--- config.mk ---
export PLATFORM = sky130hd
export DESIGN_NAME = debug_mem_dumper_flat
export DESIGN_NICKNAME = d
export VERILOG_FILES = /design/src/rtl/debug_mem_dumper_if.sv /design/src/rtl/debug_mem_dumper.sv /design/src/flat_wrapper.sv
export SDC_FILE = /design/constraint.sdc
export NUM_CORES = 1
export LEC_CHECK = 0
export ABC_AREA = 1
export CORE_UTILIZATION = 23
export CTS_CLUSTER_DIAMETER = 200
export DETAILED_ROUTE_END_ITERATION = 8
export GPL_TIMING_DRIVEN = 0
export SLEW_MARGIN = 15
export SYNTH_ARGS = -nofsm -noshare
export SYNTH_HDL_FRONTEND = slang
export SYNTH_SLANG_ARGS = --single-unit
--- constraint.sdc ---
create_clock -name i_clock -period 4.24 [get_ports i_clock]
set_input_delay 1.06 -clock i_clock [delete_from_list [all_inputs] [get_ports i_clock]]
set_output_delay 1.06 -clock i_clock [all_outputs]
set_load 0.05 [all_outputs]
--- src/rtl/debug_mem_dumper_if.sv ---
// debug_mem_dumper_if: memory debug port and UART TX handshake seen by the dumper.
// master = dumper side, slave = memory/UART/debug-unit side.
interface debug_mem_dumper_if #(
  parameter int NB_DATA   = 32,
  parameter int ADDRWIDTH = 10,
  parameter int NB_BYTE   = 8
);
  logic                 i_start;
  logic [NB_DATA-1:0]   i_data_mem_debug_unit;
  logic                 i_bit_sucio;
  logic                 i_tx_done;
  logic [ADDRWIDTH-1:0] o_addr_mem_debug_unit;
  logic                 o_ctrl_addr_debug_mem;
  logic                 o_ctrl_wr_debug_mem;
  logic [NB_BYTE-1:0]   o_tx_data;
  logic                 o_tx_start;
  logic                 o_busy;
  logic                 o_done;

  modport master (
    input  i_start, i_data_mem_debug_unit, i_bit_sucio, i_tx_done,
    output o_addr_mem_debug_unit, o_ctrl_addr_debug_mem, o_ctrl_wr_debug_mem,
           o_tx_data, o_tx_start, o_busy, o_done
  );

  modport slave (
    output i_start, i_data_mem_debug_unit, i_bit_sucio, i_tx_done,
    input  o_addr_mem_debug_unit, o_ctrl_addr_debug_mem, o_ctrl_wr_debug_mem,
           o_tx_data, o_tx_start, o_busy, o_done
  );
endinterface

--- src/rtl/debug_mem_dumper.sv ---
// debug_mem_dumper: walks the data memory debug port and streams every word LSB-first over UART, then a dirty-bit status byte.
// Optional DUMP_ADDR_TAG_EN: precede each word with a byte holding the low address bits.
module debug_mem_dumper #(
  parameter int NB_DATA   = 32,
  parameter int ADDRWIDTH = 10,
  parameter int NB_BYTE   = 8,
  parameter int N_WORDS   = 32
) (
  input  logic              i_clock,
  input  logic              i_reset,
  debug_mem_dumper_if.master bus
);
  localparam int N_BYTES = NB_DATA / 8;
  localparam int NB_CNT  = $clog2(N_BYTES + 1);
  localparam logic [ADDRWIDTH-1:0] LAST_ADDR = ADDRWIDTH'(N_WORDS - 1);
  localparam logic [NB_CNT-1:0]    LAST_BYTE = NB_CNT'(N_BYTES - 1);

  typedef enum logic [3:0] {
    IDLE, SET_ADDR, WAIT_MEM, LATCH,
`ifdef DUMP_ADDR_TAG_EN
    TAG,
`endif
    SEND, WAIT_TX, NEXT, STATUS
  } state_t;

  typedef enum logic [1:0] {K_TAG, K_DATA, K_STAT} kind_t;

  state_t               state_q, state_d;
  kind_t                kind_q, kind_d;
  logic [ADDRWIDTH-1:0] addr_q, addr_d;
  logic [NB_DATA-1:0]   shift_q, shift_d;
  logic [NB_CNT-1:0]    byte_cnt_q, byte_cnt_d;
  logic                 status_q, status_d;
  logic [NB_BYTE-1:0]   tx_data_q, tx_data_d;
  logic                 tx_start_q, tx_start_d;
  logic                 busy_q, busy_d;
  logic                 done_q, done_d;

  always_comb begin
    state_d    = state_q;
    kind_d     = kind_q;
    addr_d     = addr_q;
    shift_d    = shift_q;
    byte_cnt_d = byte_cnt_q;
    status_d   = status_q;
    tx_data_d  = tx_data_q;
    tx_start_d = 1'b0;
    busy_d     = state_q != IDLE;
    done_d     = 1'b0;
    case (state_q)
      IDLE: begin
        // a start arriving alongside o_done is dropped so a restart needs a fresh pulse
        if (bus.i_start && !done_q) begin
          addr_d   = '0;
          status_d = bus.i_bit_sucio;
          state_d  = SET_ADDR;
        end
      end
      SET_ADDR: state_d = WAIT_MEM;
      WAIT_MEM: state_d = LATCH;
      LATCH: begin
        shift_d    = bus.i_data_mem_debug_unit;
        byte_cnt_d = '0;
`ifdef DUMP_ADDR_TAG_EN
        state_d    = TAG;
`else
        state_d    = SEND;
`endif
      end
`ifdef DUMP_ADDR_TAG_EN
      TAG: begin
        tx_data_d  = NB_BYTE'(addr_q);
        tx_start_d = 1'b1;
        kind_d     = K_TAG;
        state_d    = WAIT_TX;
      end
`endif
      SEND: begin
        tx_data_d  = shift_q[NB_BYTE-1:0];
        tx_start_d = 1'b1;
        kind_d     = K_DATA;
        state_d    = WAIT_TX;
      end
      WAIT_TX: begin
        if (bus.i_tx_done) begin
          case (kind_q)
            K_DATA: begin
              shift_d    = shift_q >> NB_BYTE;
              byte_cnt_d = byte_cnt_q + NB_CNT'(1);
              state_d    = (byte_cnt_q == LAST_BYTE) ? NEXT : SEND;
            end
            K_STAT: begin
              done_d  = 1'b1;
              busy_d  = 1'b0;
              state_d = IDLE;
            end
            default: state_d = SEND;
          endcase
        end
      end
      NEXT: begin
        state_d = (addr_q == LAST_ADDR) ? STATUS : SET_ADDR;
        addr_d  = (addr_q == LAST_ADDR) ? addr_q : addr_q + ADDRWIDTH'(1);
      end
      STATUS: begin
        tx_data_d  = NB_BYTE'(status_q);
        tx_start_d = 1'b1;
        kind_d     = K_STAT;
        state_d    = WAIT_TX;
      end
      default: state_d = IDLE;
    endcase
  end

  always_ff @(posedge i_clock or negedge i_reset) begin
    if (!i_reset) begin
      state_q    <= IDLE;
      kind_q     <= K_TAG;
      addr_q     <= '0;
      shift_q    <= '0;
      byte_cnt_q <= '0;
      status_q   <= 1'b0;
      tx_data_q  <= '0;
      tx_start_q <= 1'b0;
      busy_q     <= 1'b0;
      done_q     <= 1'b0;
    end else begin
      state_q    <= state_d;
      kind_q     <= kind_d;
      addr_q     <= addr_d;
      shift_q    <= shift_d;
      byte_cnt_q <= byte_cnt_d;
      status_q   <= status_d;
      tx_data_q  <= tx_data_d;
      tx_start_q <= tx_start_d;
      busy_q     <= busy_d;
      done_q     <= done_d;
    end
  end

  assign bus.o_addr_mem_debug_unit = addr_q;
  assign bus.o_ctrl_addr_debug_mem = busy_q;
  assign bus.o_ctrl_wr_debug_mem   = 1'b0;
  assign bus.o_tx_data             = tx_data_q;
  assign bus.o_tx_start            = tx_start_q;
  assign bus.o_busy                = busy_q;
  assign bus.o_done                = done_q;
endmodule
--- src/flat_wrapper.sv ---
// flat-port wrapper written by rule: the top's interface ports become plain ports
module debug_mem_dumper_flat 
#(
  parameter int NB_DATA   = 32,
  parameter int ADDRWIDTH = 10,
  parameter int NB_BYTE   = 8,
  parameter int N_WORDS   = 32
)
  (i_clock, i_reset, bus_i_start, bus_i_data_mem_debug_unit, bus_i_bit_sucio, bus_i_tx_done, bus_o_addr_mem_debug_unit, bus_o_ctrl_addr_debug_mem, bus_o_ctrl_wr_debug_mem, bus_o_tx_data, bus_o_tx_start, bus_o_busy, bus_o_done);
  debug_mem_dumper_if #(.NB_DATA(NB_DATA), .ADDRWIDTH(ADDRWIDTH), .NB_BYTE(NB_BYTE)) bus_i ();
  input  logic i_clock;
  input  logic i_reset;
  input wire logic [$bits(bus_i.i_start)-1:0] bus_i_start;
  input wire logic [$bits(bus_i.i_data_mem_debug_unit)-1:0] bus_i_data_mem_debug_unit;
  input wire logic [$bits(bus_i.i_bit_sucio)-1:0] bus_i_bit_sucio;
  input wire logic [$bits(bus_i.i_tx_done)-1:0] bus_i_tx_done;
  output wire logic [$bits(bus_i.o_addr_mem_debug_unit)-1:0] bus_o_addr_mem_debug_unit;
  output wire logic [$bits(bus_i.o_ctrl_addr_debug_mem)-1:0] bus_o_ctrl_addr_debug_mem;
  output wire logic [$bits(bus_i.o_ctrl_wr_debug_mem)-1:0] bus_o_ctrl_wr_debug_mem;
  output wire logic [$bits(bus_i.o_tx_data)-1:0] bus_o_tx_data;
  output wire logic [$bits(bus_i.o_tx_start)-1:0] bus_o_tx_start;
  output wire logic [$bits(bus_i.o_busy)-1:0] bus_o_busy;
  output wire logic [$bits(bus_i.o_done)-1:0] bus_o_done;
  assign bus_i.i_start = bus_i_start;
  assign bus_i.i_data_mem_debug_unit = bus_i_data_mem_debug_unit;
  assign bus_i.i_bit_sucio = bus_i_bit_sucio;
  assign bus_i.i_tx_done = bus_i_tx_done;
  assign bus_o_addr_mem_debug_unit = bus_i.o_addr_mem_debug_unit;
  assign bus_o_ctrl_addr_debug_mem = bus_i.o_ctrl_addr_debug_mem;
  assign bus_o_ctrl_wr_debug_mem = bus_i.o_ctrl_wr_debug_mem;
  assign bus_o_tx_data = bus_i.o_tx_data;
  assign bus_o_tx_start = bus_i.o_tx_start;
  assign bus_o_busy = bus_i.o_busy;
  assign bus_o_done = bus_i.o_done;
  debug_mem_dumper #(.NB_DATA(NB_DATA), .ADDRWIDTH(ADDRWIDTH), .NB_BYTE(NB_BYTE), .N_WORDS(N_WORDS)) u_core (.i_clock(i_clock), .i_reset(i_reset), .bus(bus_i));
endmodule
==> results of run 1 <==
-- cell usage after synthesis (all sizes together) --
| library cell | count |
|---|---|
| nor4 | 1 |
| a21boi | 1 |
| ha | 3 |
| o21bai | 1 |
| nand2 | 104 |
| clkbuf | 5 |
| inv | 24 |
| clkinv | 1 |
| nand3 | 40 |
| o211ai | 1 |
| xor2 | 1 |
| o21ai | 57 |
| a21oi | 1 |
| conb | 1 |
| or2 | 26 |
| dfrtp | 62 |
| nor3 | 1 |
| nand4 | 2 |
| buf | 12 |
| nor2 | 28 |
| a31oi | 1 |
-- worst paths after layout --
check	cells past startpoint	startpoint	end	slack, ns
max in group asynchronous	2	i_reset	u_core.shift_q[29]$_DFFE_PN0P_	3.18
min in group asynchronous	1	i_reset	u_core.bus.o_addr_mem_debug_unit[9]$_DFFE_PN0P_	0.56
hold reg to reg	2	u_core.shift_q[30]$_DFFE_PN0P_	u_core.shift_q[30]$_DFFE_PN0P_	0.46
setup / recovery	1	u_core.bus.o_addr_mem_debug_unit[5]$_DFFE_PN0P_	bus_o_addr_mem_debug_unit[5]	1.51
setup reg to reg	9	u_core.bus.o_addr_mem_debug_unit[0]$_DFFE_PN0P_	u_core.bus.o_addr_mem_debug_unit[4]$_DFFE_PN0P_	2.56
hold / removal	2	u_core.shift_q[30]$_DFFE_PN0P_	u_core.shift_q[30]$_DFFE_PN0P_	0.46
-- worst register-to-register path: stages, from the launching register on --
cell,delay (ns)
dfrtp_1,0.45
ha_1,0.24
nand2_1,0.10
inv_1,0.07
nand2_1,0.09
nor2_1,0.05
nand2_1,0.21
nand2_2,0.21
nand2_1,0.10
nand2_1,0.05
-- metrics by stage --
step / instance area [um^2] / instances / utilization / total power [uW] / hold WS, ns
floorplan: 3060 / 373 / - / 2010 / 0.434
CTS: 4190 / 620 / 0.328 / 3200 / 0.466
detailed placement: 3880 / 604 / 0.304 / 2440 / 0.451
global route: 4190 / 620 / 0.328 / 3410 / 0.501
finish: 4190 / 620 / 0.328 / 3170 / 0.464
global placement: 3860 / 603 / 0.302 / 2400 / 0.449
-- layer usage --
metal / vias to the layer above / global-route usage / routed length [um]
met5: - / 0 / 0
met4: 0 / 0.0536 / 153
met3: 14 / 0.0282 / 279
met2: 54 / 0.181 / 3360
met1: 1238 / 0.140 / 3470
li1: 1346 / - / -
-- final cells by class --
type	count	share of cell area
Clock inverter	5	0.0134
Inverter	25	0.0224
Tap cell	172	0.0514
Buffer	17	0.0308
Timing Repair Buffer	59	0.145
Sequential cell	62	0.370
Multi-Input combinational cell	269	0.307
Clock buffer	11	0.0603
-- registers in the layout, summed over array words and instances (netlist names) --
signal                            count
u_core.byte_cnt_q                     3
u_core.bus.o_tx_start                 1
u_core.bus.o_tx_data                  8
u_core.status_q                       1
u_core.shift_q                       32
u_core.state_q                        3
u_core.kind_q                         2
u_core.bus.o_addr_mem_debug_unit     10
u_core.bus.o_done                     1
u_core.bus.o_busy                     1
-- cells in the final DEF (no fill, tap or decap), types with 2 or more instances in the layout --
cell,n
nand4_1,2
buf_4,3
clkbuf_16,9
buf_6,7
inv_1,24
clkinv_2,2
o21ai_1,25
ha_1,3
clkbuf_8,2
clkdlybuf4s50_1,57
dfrtp_1,62
buf_2,3
or2_2,13
nand2_1,102
or2_0,9
or2_1,4
nor2_1,27
clkbuf_1,4
o21ai_0,31
nand3_1,39
-- kinds of logic after synthesis --
kind of cell               share of synthesized area
and+or+nand+nor                                0.296
AOI/OAI and AO/OA                              0.108
DFF                                            0.507
buffers and inverters                         0.0728
adders and majority gates                     0.0123
xor gates and xnor gates                     0.00286
other                                        0.00123
-- report_power, final --
group	switching [uW]	internal [uW]	leakage (uW)
Clock	263	486	0.000152
Combinational	875	521	0.000977
Sequential	177	847	0.000793
Total	1320	1850	0.00192
==> metrics, run 1 <==
DRT antenna net count 0; post-CTS setup buffers 0; first-pass GRT wire length 12400 um; Synth Warn # 0; n_diodes 0; Crit Path Max Fanout 7; Synth area leader dfrtp_1; fmax 367 MHz; setup ws final 1.51 ns; Startpoint Class flip-flop; die height 117 um; Setup Viol. Count Final 0; detailed-placement wirelength estimate 5420 um; Slew Limit Fails 0; # IOs 60; Max VDD drop 0.000180 V; IO buf count 58; Power Density 756 nW/um^2; clock latency at the later pin of the worst-skew pair 0.33 ns; Static Leak 0.00192 uW; Hold/Removal Path Class reg -> reg; slowest stage cell, crit path clkdlybuf4s50_1; outcome finished clean; Row Count 41; clock buffer count from CTS 9; Critical Path, Cell by Cell clkdlybuf4s50_1; initial antenna violation count 0; Fill cells 1364; total grt overflow 0; CTS root buf clkbuf_16; period utilization 0.643; hold bufs inserted after CTS 0; Max-slew headroom 0.656; Chip Width 117 um; CP Capture Type primary output; Min Clock Period, post-route 2.73 ns; post-DR wirelength/cell 11.7 um; total negative setup slack 0 ns; DR vias/cell 4.28; Mapped Nets 413; H-tree levels 3; Slew @ Worst Pin 0.514 ns; cell count after synthesis 373; Worst EP arrival 1.67 ns; gr usage total 0.112; Die Area 13800 um^2; Critical Path RT 3.18 ns; max-capacitance violation count 0; CTS tree done; clock skew 0.00789 ns; Hold Violations, Final 0; DR pass1 iterations 4; core box area 12800 um^2; Netlist cell types 32; Worst Path Buf+Inv 1; dpl ws 1.88 ns; Mapped Area 3060 um^2; clock buffer depth 2; post-CTS resize count 0; 1st-iter DRT viols 59; Initial Util 0.240; CP Class reg -> out; CP max stage delay 0.86 ns; synthesized area per cell 8.20 um^2; Synth area leaders dfrtp_1 51%, nand2_1 13%, nand3_1 6.4%, o21ai_0 5.1%, o21ai_1 4.1%; CP delay by family, top buffers and inverters; share of layout cells above drive strength 1 0.112; Area Growth Syn to Fin 36.9%; clk slew on worst S/H paths 0.06 ns; Synth top area share 0.507; Yosys reg bits 62; footprint of the multi-input gates 1290 um^2; final WL 7270 um; largest net degree at the start of global routing 55; residual DRC count 0; Final nets 483; vias 2652; Reg area 1550 um^2; clock sinks 62; gpl congestion 0.783; sequential area share after synthesis 0.507; unrepaired setup endpoints after global routing false; vias in the first global route 2637
No activity file was read; power rests on OpenSTA's default activity.
==> run 2, diff against run 1 <==
==> constraint.sdc (replaced) <==
create_clock -name i_clock -period 2.8 [get_ports i_clock]
set_input_delay 0.7 -clock i_clock [delete_from_list [all_inputs] [get_ports i_clock]]
set_output_delay 0.7 -clock i_clock [all_outputs]
set_load 0.05 [all_outputs]
==> results of run 2 <==
Same layout as run 1 (identical final DEF). Status: finished clean.
Main changes from that run: setup slack after placement 1.88 ns -> 0.795 ns; clock-pin slew on the worst setup and hold paths 0.06 ns -> 0.05 ns; setup slack after layout 1.51 ns -> 0.435 ns; hold slack 0.464 ns -> 0.199 ns; register-to-register setup slack 2.56 ns -> 1.12 ns; total power 3170 uW -> 4800 uW; worst IR drop on VDD 0.000180 V -> 0.000272 V
==> run 3, diff against run 2 <==
==> constraint.sdc (replaced) <==
create_clock -name i_clock -period 2.28 [get_ports i_clock]
set_input_delay 0.57 -clock i_clock [delete_from_list [all_inputs] [get_ports i_clock]]
set_output_delay 0.57 -clock i_clock [all_outputs]
set_load 0.05 [all_outputs]
==> results of run 3 <==
Same layout as run 1 (identical final DEF). Status: finished clean.
Main changes from that run: setup slack after placement 1.88 ns -> 0.405 ns; clock-pin slew on the worst setup and hold paths 0.06 ns -> 0.05 ns; setup slack after layout 1.51 ns -> 0.0447 ns; hold slack 0.464 ns -> 0.0691 ns; register-to-register setup slack 2.56 ns -> 0.60 ns; total power 3170 uW -> 5890 uW; worst IR drop on VDD 0.000180 V -> 0.000334 V
